### src/rtl/serial_adder.sv
// serial_adder: multi-cycle adder reusing a DIGIT-bit full-adder slice, LSB digit first
// Optional feature macro: SERIAL_ADDER_SUB_EN (adds sub port, s = a - b - ci when sub=1)
// Ports:
//   clk   rising-edge clock
//   rst   synchronous active-high reset, aborts any operation
//   start launch request, sampled only while busy=0
//   a, b  WIDTH-bit operands, ci carry-in (borrow-in when subtracting), captured on accept
//   sub   subtract select (SERIAL_ADDER_SUB_EN only), captured on accept
//   busy  operation in progress
//   done  one-cycle pulse when s/co are updated
//   s, co registered sum and carry-out
module serial_adder #(
    parameter int WIDTH = 8,
    parameter int DIGIT = 1
) (
    input  logic             clk,
    input  logic             rst,
    input  logic             start,
    input  logic [WIDTH-1:0] a,
    input  logic [WIDTH-1:0] b,
    input  logic             ci,
`ifdef SERIAL_ADDER_SUB_EN
    input  logic             sub,
`endif
    output logic             busy,
    output logic             done,
    output logic [WIDTH-1:0] s,
    output logic             co
);
    localparam int N  = WIDTH / DIGIT;
    localparam int CW = N > 1 ? $clog2(N) : 1;
    if (WIDTH < 1 || DIGIT < 1 || WIDTH % DIGIT != 0) begin : g_bad
        $error("serial_adder: WIDTH must be >= 1 and a multiple of DIGIT");
    end
    typedef enum logic {IDLE, RUN} state_t;
    state_t           state;
    logic [WIDTH-1:0] ra, rb, rr;
    logic             c;
    logic [CW-1:0]    cnt;
    logic [DIGIT:0]   sum;
    logic [WIDTH+DIGIT-1:0] cat;
    logic             last;
    // cat shifts the new digit in at the top; works even when DIGIT == WIDTH
    always_comb begin
        sum  = {1'b0, ra[DIGIT-1:0]} + {1'b0, rb[DIGIT-1:0]} + {{DIGIT{1'b0}}, c};
        cat  = {sum[DIGIT-1:0], rr};
        last = cnt == CW'(N - 1);
    end
    always_ff @(posedge clk) begin
        if (rst) begin
            state <= IDLE;
            busy  <= 1'b0;
            done  <= 1'b0;
            s     <= '0;
            co    <= 1'b0;
            ra    <= '0;
            rb    <= '0;
            rr    <= '0;
            c     <= 1'b0;
            cnt   <= '0;
        end else begin
            done <= 1'b0;
            if (state == IDLE) begin
                if (start) begin
                    ra    <= a;
`ifdef SERIAL_ADDER_SUB_EN
                    rb    <= sub ? ~b : b;
                    c     <= sub ? ~ci : ci;
`else
                    rb    <= b;
                    c     <= ci;
`endif
                    cnt   <= '0;
                    busy  <= 1'b1;
                    state <= RUN;
                end
            end else begin
                ra  <= ra >> DIGIT;
                rb  <= rb >> DIGIT;
                rr  <= cat[WIDTH+DIGIT-1:DIGIT];
                c   <= sum[DIGIT];
                cnt <= cnt + 1'b1;
                if (last) begin
                    s     <= cat[WIDTH+DIGIT-1:DIGIT];
                    co    <= sum[DIGIT];
                    done  <= 1'b1;
                    busy  <= 1'b0;
                    state <= IDLE;
                end
            end
        end
    end
endmodule

### config.mk
export PLATFORM = sky130hd
export DESIGN_NAME = serial_adder
export DESIGN_NICKNAME = d
export VERILOG_FILES = /design/src/rtl/serial_adder.sv
export SDC_FILE = /design/constraint.sdc
export NUM_CORES = 1
export LEC_CHECK = 0
export ABC_AREA = 1
export CAP_MARGIN = 40
export CELL_PAD_IN_SITES_DETAIL_PLACEMENT = 1
export CELL_PAD_IN_SITES_GLOBAL_PLACEMENT = 2
export CORE_MARGIN = 2
export CORE_UTILIZATION = 25
export CTS_BUF_LIST = sky130_fd_sc_hd__clkbuf_16
export CTS_CLUSTER_DIAMETER = 150
export DETAILED_ROUTE_END_ITERATION = 6
export PLACE_DENSITY_LB_ADDON = 0.1
export SLEW_MARGIN = 25
export SYNTH_ARGS = -nofsm -noshare
export SYNTH_HDL_FRONTEND = slang
export SYNTH_SLANG_ARGS = --single-unit
### constraint.sdc
create_clock -name clk -period 1.1 [get_ports clk]
set_clock_uncertainty 0.1 [all_clocks]
set_input_delay 0.275 -clock clk [delete_from_list [all_inputs] [get_ports clk]]
set_output_delay 0.275 -clock clk [all_outputs]
set_load 0.05 [all_outputs]
Word level (Yosys, flattened, before mapping)
Cells that the tools add are included.
Storage, ports and cells
  register bits: 40
  output and inout port bits: 11
Operators by class
  add/sub/neg operators: 3
  equal/unequal tests: 2
  muxes and demuxes: 15
  bitwise operators: 1
  reductions and logical operators: 5
Operators with widths (count)
  $mux 7: 4
  $mux 1: 9
  $mux 3: 2
  $reduce_and 2->1: 2
  $reduce_or 2->1: 2
  $add 3x1->3 const B: 1
  $eq 3x3->1 const B: 1
  $add 1x1->2: 1
  $add 2x1->2: 1
  $ne 2x1->1 const B: 1
  $reduce_bool 2->1: 1
  $not 1->1: 1

Longest topological paths before layout
  word-level depth: 3
  gate-level depth with buffers: 6
  gate-level depth less buffers: 6

Worst setup path after synthesis
OpenSTA, ideal clock, no wires.
  path kind: register to register
  from: register cnt[0]
  to: register s[0]
  arrival time: 1.030 ns
  required time: 0.884 ns
  slack: -0.146 ns
  stages on the path, launching flop included: 7
  clock period less this slack: 1.246 ns
  cells stage by stage: dfxtp_1 -> ha_1 -> ha_1 -> nand2_2 -> inv_2 -> nor2_1 -> nor2_1
On the way
  longest elaborated chain between the ends: 2
Ends and longest elaborated chain
  start, declared: line 39  | logic [CW-1:0] cnt;
  start signal, assigned: line 82  | cnt <= cnt + 1'b1;
  $eq 3x3->1: line 47  | last = cnt == CW'(N - 1);
  $reduce_and 2->1 (no line)
  end signal, assigned: line 84  | s <= cat[WIDTH+DIGIT-1:DIGIT];
  end, declared: line 27  | output logic [WIDTH-1:0] s,
No other way between the ends.
A chain may end at the register's enable or synchronous reset.

Worst setup path in the final report
  from: register cnt[1]
  to: register state
On the way
  longest elaborated chain between the ends: 3
Ends and longest elaborated chain
  $eq 3x3->1: line 47
  $mux 1: line 83  | if (last) begin
  $mux 1: line 63  | if (state == IDLE) begin
  end signal, assigned: line 51  | state <= IDLE;
  end signal, assigned: line 75  | state <= RUN;
  end signal, assigned: line 88  | state <= IDLE;
  end, declared: line 36  | state_t state;
No other way between the ends.

==> impl_results.md <==
* Status: finished with violations
* Failing checks: setup timing
* Final wirelength at 4.73 mm
* Final HPWL DP at 3.05 mm
* Wire per inst at 13.5 um
* Synth Register Bits at 39
* GP Congestion at 0.678
* Share of layout cells above drive strength 1 at 39.7%
* CTS tree: done
* Sequential element share of the synthesized area at 49.1%
* Slowest stage delay, CP at 0.33 ns
* Mapped Nets at 237
* P_sw at 0.873 mW
* Post-CTS Hold Fix Bufs at 0
* WP buf/inv at 1
* # DRC at 0
* Flop pwr share at 41.3%
* Fillers at 719
* Slowest CP cell: dfxtp_2
* Crit path DAT at 1.33 ns
* CP Data Required Time at 1.19 ns
* Final Hold Vio Count at 0
* Nets at 295
* Fmax achieved at 0.810 GHz
* Port Buffers at 30
* Largest net degree at the start of global routing at 16
* Clk Latency, worst-skew pair at 0.28 ns
* Iter 0 DRT Violations at 32
* Number of max-cap violations at 0
* Worst r2r src: cnt[1]
* Final worst setup slack at -0.134 ns
* Cells after Synth at 213
* CTS H-tree lvls at 2
* Total leakage power at 1.29 nW
* Clock sinks at 39
* Min Tclk post-route at 1.23 ns
* Clock transition at path regs at 0.07 ns
* Hold Path Class: reg2reg
* Clock buffer count from CTS at 5
* Cell Pwr Density at 1320 nW/um^2
* Worst Tran Pin Value at 0.213 ns
* Max-Slew Margin vs Limit at 85.8%
* Period utilisation layout at 112%
* Overflow after GRT at 0
* Clock power share at 46.3%
* Tot Pwr at 3.63 mW
* Via count at 1563
* Synth area leader: dfxtp_1
* First-pass DRT Iterations at 4
* Antenna Cells at 0
* RSZ-0062 raised after global routing: true
* # IOs at 31
* Avg Inst Size Synth at 7.47 sq um
* Synth unique cells at 19
* Setup crit start: cnt[1]
* Max VDD drop at 1.20 mV
* Sw Ratio at 24.1%
* Critical Path End Type: flip-flop
* YS warnings at 0
* Chip width at 83.8 um
* DR vias/cell at 4.48
* Worst setup SP type: flip-flop
* First-pass GRT wire length at 7.96 mm
* CTS root buf: clkbuf_16
* Endpoints failing setup at 41
* Synth Cell Area at 1590 sq um
* Worst path cell trace: ha_4 -> ha_4 -> nand2_8 -> inv_8 -> nor3_1
* Layout overhead on the synthesized area at 72.4%
* FP Rows at 29
* CP delay by family, top: adder cells
* Die Ht at 83.8 um
* Synth top area share at 49.1%
* Gr usage total at 14.3%
* Initial antenna violation count at 0
* Placed inst area at 2240 sq um
* CP Max Fanout at 6
* Combinational fraction of design power at 12.3%
* Core Area at 6240 sq um
* CP most frequent cell: ha_4
* Slew Viols, Final at 0
* Initial Util at 25.5%
* Largest cells by area after synthesis: dfxtp_1, nand2_1, nand3_1
* Antenna viol nets, final at 0
* Worst Hold Launch: rb[7]
* Die area at 7020 sq um
* Critical path type: reg2reg
* Design area at 2740 sq um
* Int Power at 2.75 mW
* Vias in the first global route at 1612
* CTS max path bufs at 2
cell type report:
cell class | count | area [sq um] | area share [%]
repair buffers | 58 | 666 | 24.3
clock buffers | 5 | 125 | 4.56
repair inverters | 1 | 11.3 | 0.410
inverters | 26 | 113 | 4.10
well taps | 77 | 96.3 | 3.51
multi-input cells | 140 | 877 | 32.0
flip-flops and latches | 39 | 812 | 29.6
clock inverters | 3 | 43.8 | 1.60
per-layer routing:
layer	up-vias	track usage (%)	routed length, um	part of all wire (%)
li1	792	-	-	-
met1	744	19.6	2300	49
met2	23	22.5	2220	47
met3	4	3.66	161	3.4
met4	0	3.52	45	0.95
met5	-	0	0	0
layout by cell type (no fill, tap or decap), types with 7 or more instances in the layout:
master	Yosys	final
nand3_1	32	24
o21ai_1	1	7
dfxtp_2	0	13
dfxtp_1	39	22
nand2_1	55	47
clkdlybuf4s50_1	0	17
nor2_1	20	12
nand2_4	0	8
inv_1	24	23
nand3_2	0	8
buf_12	0	13
buf_4	3	21
worst register-to-register path, stage by stage, from the launching register on:
cell     delay (ns)
dfxtp_2        0.33
ha_4           0.17
ha_4           0.19
nand2_8        0.14
inv_8          0.06
nor3_1         0.15
synthesized netlist by cell type, drive strengths merged:
library cell	number
nand2	58
dfxtp	39
nand3	32
inv	26
nor2	21
o21ai	11
buf	9
a21oi	7
o22ai	5
ha	3
fa	1
nor3	1
power groups by stage:
stage,Sequential (mW),Combinational (mW),Clock (mW)
2_1_floorplan,1.53,0.184,0
3_3_place_gp,1.53,0.390,0
3_5_place_dp,1.53,0.391,0
4_1_cts,1.50,0.428,1.73
5_1_grt,1.50,0.498,1.78
6_report,1.50,0.448,1.68
kinds of logic after synthesis:
| group | synth area share, % |
|---|---|
| fa+ha+maj | 3.62 |
| buf+inv | 9.75 |
| simple gates | 30.0 |
| flops | 49.1 |
| compound gates | 7.63 |
what timing repair did:
item	4_1_cts	5_1_grt
gates resized for setup	55	29
pin swaps	4	6
setup endpoints to repair	48	44
gates cloned	2	0
endpoints found under the hold margin	0	0
buffers inserted	5	4
worst paths after layout:
check | endpoint | slack (ns) | cells past startpoint
max | state | -0.13 | 5
min reg2reg | rb[7] | 0.37 | 2
min | rb[7] | 0.37 | 2
max reg2reg | state | -0.13 | 5
state kept, by name (all words and copies together) (netlist names):
register and count:
busy 1, c 1, cnt 3, co 1, done 1, ra 8
rb 8, rr 7, s 8, state 1
through the flow:
step                setup slack (ns)  utilization (%)  hold WS, ns  TNS [ns]  std cells
finish                        -0.134             44.0        0.373     -2.59        349
floorplan                    -0.0577                -        0.237    -0.333        213
global route                  -0.178             44.0        0.385     -4.79        349
global placement              -0.372             36.0        0.353    -12.03        330
CTS                           -0.141             41.7        0.370     -2.22        345
detailed placement            -0.426             36.0        0.360    -13.28        330
Power figures use the tool's default switching activity.
